<file path="src/rtl/t07_game_pkg.sv">
// Shared game constants: playing modes, one-hot button codes and the wire cursor FSM states.
package t07_game_pkg;

  localparam logic [2:0] MODE_MENU = 3'b000;
  localparam logic [2:0] MODE_MOD  = 3'b001;
  localparam logic [2:0] MODE_WIRE = 3'b010;
  localparam logic [2:0] MODE_MAZE = 3'b011;
  localparam logic [2:0] MODE_LOST = 3'b100;
  localparam logic [2:0] MODE_WON  = 3'b101;

  localparam logic [5:0] BTN_SELECT = 6'b000001;
  localparam logic [5:0] BTN_UP     = 6'b000010;
  localparam logic [5:0] BTN_RIGHT  = 6'b000100;
  localparam logic [5:0] BTN_DOWN   = 6'b001000;
  localparam logic [5:0] BTN_LEFT   = 6'b010000;
  localparam logic [5:0] BTN_BACK   = 6'b100000;

  typedef logic [1:0] wire_state_t;
  localparam wire_state_t WS_IDLE = 2'd0;
  localparam wire_state_t WS_NAV  = 2'd1;
  localparam wire_state_t WS_CUT  = 2'd2;
  localparam wire_state_t WS_DONE = 2'd3;

endpackage

</file>
<file path="src/rtl/t07_wire_uncut_search.sv">
// Priority search over the cut mask: next/prev/lowest uncut wire below n, with optional wrap.
module t07_wire_uncut_search #(
  parameter  int MAX_WIRES = 8,
  localparam int POS_W     = $clog2(MAX_WIRES)
) (
  input  logic [MAX_WIRES-1:0] mask,
  input  logic [POS_W-1:0]     pos,
  input  logic [POS_W:0]       n,
  input  logic                 wrap,
  output logic [POS_W-1:0]     next_idx,
  output logic                 next_found,
  output logic [POS_W-1:0]     prev_idx,
  output logic                 prev_found,
  output logic [POS_W-1:0]     low_idx,
  output logic                 low_found
);

  logic [POS_W-1:0] high_idx;
  logic             high_found;

  always_comb begin
    next_idx   = '0;
    next_found = 1'b0;
    prev_idx   = '0;
    prev_found = 1'b0;
    low_idx    = '0;
    low_found  = 1'b0;
    high_idx   = '0;
    high_found = 1'b0;
    // descending scan: the last hit is the smallest qualifying index
    for (int i = MAX_WIRES - 1; i >= 0; i--) begin
      if (!mask[i] && i < int'(n)) begin
        low_idx   = POS_W'(i);
        low_found = 1'b1;
        if (i > int'(pos)) begin
          next_idx   = POS_W'(i);
          next_found = 1'b1;
        end
      end
    end
    for (int i = 0; i < MAX_WIRES; i++) begin
      if (!mask[i] && i < int'(n)) begin
        high_idx   = POS_W'(i);
        high_found = 1'b1;
        if (i < int'(pos)) begin
          prev_idx   = POS_W'(i);
          prev_found = 1'b1;
        end
      end
    end
    if (wrap && !next_found) begin
      next_idx   = low_idx;
      next_found = low_found;
    end
    if (wrap && !prev_found) begin
      prev_idx   = high_idx;
      prev_found = high_found;
    end
  end

endmodule

</file>
<file path="src/rtl/t07_wire_cursor_ctrl.sv">
// Wire mini-game cursor/cut controller with req/ack cut handshake.
// Define WIRE_WRAP_EN to make RIGHT/LEFT wrap around the uncut wires instead of saturating.
module t07_wire_cursor_ctrl
  import t07_game_pkg::*;
#(
  parameter  int MAX_WIRES = 8,
  localparam int POS_W     = $clog2(MAX_WIRES)
) (
  input  logic                 clk,
  input  logic                 rst,
  input  logic [2:0]           playing_mode,
  input  logic                 strobe,
  input  logic [5:0]           button,
  input  logic [POS_W:0]       wire_num,
  input  logic                 cut_ack,
  output logic [POS_W-1:0]     wire_pos,
  output logic [MAX_WIRES-1:0] cut_mask,
  output logic                 cut_req,
  output logic [POS_W-1:0]     cut_idx,
  output logic                 cut_done,
  output logic                 all_cut
);

`ifdef WIRE_WRAP_EN
  localparam logic WRAP = 1'b1;
`else
  localparam logic WRAP = 1'b0;
`endif
  localparam int             NW   = POS_W + 1;
  localparam logic [POS_W:0] MAXN = NW'(MAX_WIRES);

  wire_state_t            state;
  logic [POS_W:0]         n;
  logic                   in_wire;
  logic [MAX_WIRES-1:0]   srch_mask;
  logic                   srch_wrap;
  logic [POS_W-1:0]       nxt, prv, low;
  logic                   nxt_f, prv_f, low_f;

  assign in_wire = (playing_mode == MODE_WIRE);

  always_comb begin
    n = wire_num;
    if (wire_num == '0)       n = NW'(1);
    else if (wire_num > MAXN) n = MAXN;
  end

  // in CUT the search already treats the wire being cut as gone, so the
  // post-ack cursor move and the completion test see the updated mask
  assign srch_mask = (state == WS_CUT)
                   ? (cut_mask | ({{(MAX_WIRES-1){1'b0}}, 1'b1} << cut_idx))
                   : cut_mask;
  assign srch_wrap = WRAP && (state == WS_NAV);

  t07_wire_uncut_search #(.MAX_WIRES(MAX_WIRES)) u_search (
    .mask       (srch_mask),
    .pos        (wire_pos),
    .n          (n),
    .wrap       (srch_wrap),
    .next_idx   (nxt),
    .next_found (nxt_f),
    .prev_idx   (prv),
    .prev_found (prv_f),
    .low_idx    (low),
    .low_found  (low_f)
  );

  always_ff @(posedge clk or posedge rst) begin
    if (rst) begin
      state    <= WS_IDLE;
      wire_pos <= '0;
      cut_mask <= '0;
      cut_req  <= 1'b0;
      cut_idx  <= '0;
      cut_done <= 1'b0;
      all_cut  <= 1'b0;
    end else begin
      cut_done <= 1'b0;
      if (!in_wire) begin
        state   <= WS_IDLE;
        cut_req <= 1'b0;
      end else begin
        case (state)
          WS_IDLE: begin
            state    <= WS_NAV;
            cut_mask <= '0;
            wire_pos <= '0;
            all_cut  <= 1'b0;
          end
          WS_NAV: begin
            if (!low_f) begin
              state   <= WS_DONE;
              all_cut <= 1'b1;
            end else if ({1'b0, wire_pos} >= n) begin
              wire_pos <= low;
            end else if (strobe) begin
              case (button)
                BTN_RIGHT:  if (nxt_f) wire_pos <= nxt;
                BTN_LEFT:   if (prv_f) wire_pos <= prv;
                BTN_BACK:   wire_pos <= low;
                BTN_SELECT: if (!cut_mask[wire_pos]) begin
                  state   <= WS_CUT;
                  cut_req <= 1'b1;
                  cut_idx <= wire_pos;
                end
                default: ;
              endcase
            end
          end
          WS_CUT: begin
            if (cut_ack) begin
              cut_req  <= 1'b0;
              cut_mask <= srch_mask;
              cut_done <= 1'b1;
              if (!low_f) begin
                state   <= WS_DONE;
                all_cut <= 1'b1;
              end else begin
                state    <= WS_NAV;
                wire_pos <= nxt_f ? nxt : prv;
              end
            end
          end
          default: ;
        endcase
      end
    end
  end

endmodule
</file>
<file path="config.mk">
export PLATFORM = sky130hd
export DESIGN_NAME = t07_wire_cursor_ctrl
export DESIGN_NICKNAME = d
export VERILOG_FILES = /design/src/rtl/t07_game_pkg.sv /design/src/rtl/t07_wire_uncut_search.sv /design/src/rtl/t07_wire_cursor_ctrl.sv
export SDC_FILE = /design/constraint.sdc
export NUM_CORES = 1
export LEC_CHECK = 0
export ABC_AREA = 1
export BUFFER_PORTS_ARGS = -buffer_cell sky130_fd_sc_hd__buf_2
export CAP_MARGIN = 30
export CELL_PAD_IN_SITES_DETAIL_PLACEMENT = 1
export CELL_PAD_IN_SITES_GLOBAL_PLACEMENT = 1
export CORE_MARGIN = 8
export CORE_UTILIZATION = 43
export CTS_BUF_LIST = sky130_fd_sc_hd__clkbuf_2
export DETAILED_ROUTE_END_ITERATION = 12
export PLACE_DENSITY_LB_ADDON = 0.1
export RECOVER_POWER = 50
export SLEW_MARGIN = 20
export SYNTH_ARGS = -nofsm -noshare
export SYNTH_HDL_FRONTEND = slang
export SYNTH_SLANG_ARGS = --single-unit
</file>
<file path="constraint.sdc">
create_clock -name clk -period 4.3 [get_ports clk]
set_input_delay 0.43 -clock clk [delete_from_list [all_inputs] [get_ports clk]]
set_output_delay 0.43 -clock clk [all_outputs]
set_load 0.03 [all_outputs]
</file>
==> results.md <==
* Sw Share at 0.341
* Final instance area at about 2100 µm²
* Worst Hold Class: in -> async
* Register-to-register setup slack at 1.79 ns
* Setup Fix Bufs, Post-CTS at 0
* H-tree Lvls at 1
* CP max stage delay at 0.43 ns
* CP cell instances: inv_1 > ha_1 > nand2_1 > nor2_1 > nor2_1 > nand2_1 > nor3_1 > inv_1 > nand4_1 > o21ai_1 > nand2_1 > nand2_2 > nor2_4 > nand2_1 > nand2_1
* Share of total power in combinational logic at 0.231
* Largest net degree at the start of global routing at 20
* Syn_area_per_cell at around 6.1 µm²
* Fin cells at a little under 400
* Rel. slew slack at 0.511
* Crit. End Element: flip-flop
* Final #Nets at roughly 370
* Fmax at about 400 MHz
* Worst-Skew Late Latency at 0.34 ns
* FP Rows at 24
* CTS-repair resized insts at 0
* # placed instances at a little under 400
* Detailed Route WL at 5.93 mm
* Initial antenna violation count at 0
* Post-synthesis cell count at 308
* R2R depth at 15
* Setup total negative slack at 0 ns
* Crit path kind: reg -> reg
* Post-Synth XOR/XNOR Area at 0
* IO Port Bufs at 33
* Synthesized cell area at around 1900 µm²
* Simple-gate portion of the synthesized area at 0.423
* NetSw at between 100 and 150 µW
* Status: complete, no violations
* Mux cell area share after synthesis at 0
* Crit path DAT at about 2.8 ns
* RR Endpoint: wire_pos[2]
* Routed WL per cell at approximately 15 µm
* Ranking of synthesized cells by area: dfrtp_1 (25%), nand2_1 (18%), inv_1 (9.7%)
* Synth warn at 0
* Clock buffer depth at 2
* Yosys cell types at 31
* DP Area at ~2100 µm²
* Seq cells post-synth at 19
* Area grow syn2layout at 12.0%
* Avg Vias per Cell at roughly 5.2
* DR pass1 iterations at 4
* Crit path buf inv count at 2
* Post-synthesis sequential area ratio at 0.251
* Int Pwr at roughly 230 µW
* Yosys top cell by area: dfrtp_1
* Final-report max-slew violation count at 0
* Residual DRC count at 0
* Routed Antenna Nets at 0
* Final period util at 0.584
* Synth Area in Adders at 0.0463
* Worst R2R Start: state[0]
* Hold_buf cts at 0
* Final min period at 2.51 ns
* Setup WS pre-CTS at around 1.7 ns
* CTS root buf: clkbuf_2
* Final GP Congestion at approximately 0.86
* GRT Residual Overflow at 0
* Die area at about 6800 µm²
* CTS buffer count at 3
* Final WS setup at 1.79 ns
* Share of cells above drive strength 1 at 0.192
* Leakage Power at 0.00112 µW
* Startpoint types: flip-flop
* Worst-path clk slew at about 0.20 ns
* Clock tree sinks at 19
* Number of global-route vias before repair at 2200
* Die H at between 80 and 90 µm
* Final Skew at 0.0141 ns
* Antenna Cells at 0
* Final setup fails at 0
* Critical Path Slowest Stage Cell: dfrtp_1
* Gr usage total at 0.195
* Maxcap violations at 0
* Maximum vdd drop at ~0.00013 V
* Fill cells at a little over 600
* Vias post-DR at approximately 2000
* Final hold vios at 0
* Clock power share at 0.243
* CTS tree: built
* I/O pins at 34
* Required @ worst endpoint at 4.59 ns
* Most frequent CP cell: nand2_1
* Hold_ws at roughly 0.16 ns
* Post-synth top area share at 0.251
* Core Box Area at ~4300 µm²
* CP Max Fanout at 7
* Dpl hpwl at between 5 and 6 mm
* Share of power burned in registers at 0.527
* Unrepaired setup endpoints after global routing: no
* Compound-Gate Fraction of Synth Area at 0.158
* CP delay by family, top: simple AND/OR/NAND/NOR gates
* Starting Density at 0.441
* Worst slew pin tran at 0.733 ns
* Synthesized Nets at 332
* Initial drt markers at 86
* Largest family of logic cells by synthesized area: simple AND/OR/NAND/NOR gates
* PD cells at ~160 nW/µm²
* First-pass GRT wire length at 10.4 mm
* Die Wd at 82.3 µm
## routing by layer
layer | vias up | GRT usage | wire length (µm)
met3 | 5 | 0.0206 | 215
met5 | - | 0 | 0
met1 | 952 | 0.253 | 2800
li1 | 1053 | - | -
met4 | 0 | 0.0474 | 57
met2 | 42 | 0.337 | 2850
## per-stage QoR
stage / power (µW) / utilization
after floorplan: 240 / -
after global placement: 263 / 0.490
after detailed placement: 266 / 0.490
after CTS: 350 / 0.496
after global routing: 362 / 0.493
final: 346 / 0.493
## synthesized netlist by cell type
| cell | number |
|---|---|
| nand2_1 | 89 |
| o221ai_1 | 1 |
| nand3_1 | 17 |
| nor2_4 | 5 |
| nor4_1 | 2 |
| o21bai_2 | 1 |
| and2_4 | 1 |
| o211ai_1 | 2 |
| a21oi_1 | 12 |
| nand3_2 | 2 |
| nor2_2 | 2 |
| a21oi_2 | 4 |
| a31oi_1 | 3 |
| nor3_2 | 1 |
| o21ai_1 | 4 |
| buf_6 | 1 |
| nand2_2 | 13 |
| nor2_1 | 30 |
| nand4_1 | 4 |
| nor3_4 | 1 |
| o22ai_1 | 2 |
| buf_2 | 1 |
| ha_1 | 7 |
| nor3_1 | 5 |
| o21ai_0 | 20 |
| inv_2 | 7 |
| dfrtp_1 | 19 |
| inv_1 | 49 |
| o2111ai_1 | 1 |
| a2bb2oi_1 | 1 |
| clkinv_1 | 1 |
## cell families after synthesis
logic type,after synthesis
AO/OA/AOI/OAI,51
flip-flops,19
adder cells (fa/ha/maj),7
AND/OR/NAND/NOR,172
buffers and inverters,59
## power by group through the flow
| stage | clock network (µW) | logic, µW | registers, µW |
|---|---|---|---|
| floorplan | 0 | 53.9 | 186 |
| global placement | 0 | 78.2 | 185 |
| detailed placement | 0 | 80.3 | 185 |
| CTS | 86.8 | 80.6 | 182 |
| global route | 87.7 | 91.4 | 182 |
| finish | 83.9 | 79.7 | 182 |
## sequential cells by signal, indices dropped and copies added (netlist names)
name,cells
all_cut,1
cut_req,1
cut_idx,3
cut_mask,8
cut_done,1
state,2
wire_pos,3
## worst max path at each step
stage / from / endpoint / slack (ns) / depth (start not counted)
finish: state[0] / wire_pos[2] / 1.79 / 15
CTS: state[0] / wire_pos[2] / 1.80 / 15
detailed placement: wire_num[3] / wire_pos[2] / 1.72 / 16
global route: state[0] / wire_pos[2] / 1.48 / 15
floorplan: wire_num[2] / wire_pos[0] / 2.20 / 15
global placement: state[0] / wire_pos[2] / 1.88 / 15
## layout by cell type, fill, tap and decap left out, drive strengths merged, types with 2 or more instances in the layout
master  netlist  layout
nand2       102     102
inv          56      56
nor2         37      37
buf           2      25
o21ai        24      24
dfrtp        19      19
nand3        19      19
a21oi        16      16
clkbuf        0      11
ha            7       7
nor3          7       7
nand4         4       4
a31oi         3       3
o211ai        2       2
nor4          2       2
o22ai         2       2
## cell type report
class                   instances  area [µm²]  area share
clock buffers                   3        15.0     0.00709
clock inverters                 1        7.51     0.00354
inverters                      57         214       0.101
multi-input cells             230        1190       0.560
flip-flops and latches         19         475       0.224
well taps                      52        65.1      0.0307
repair buffers                 33         155      0.0732
(Power assumes the default switching activity.)
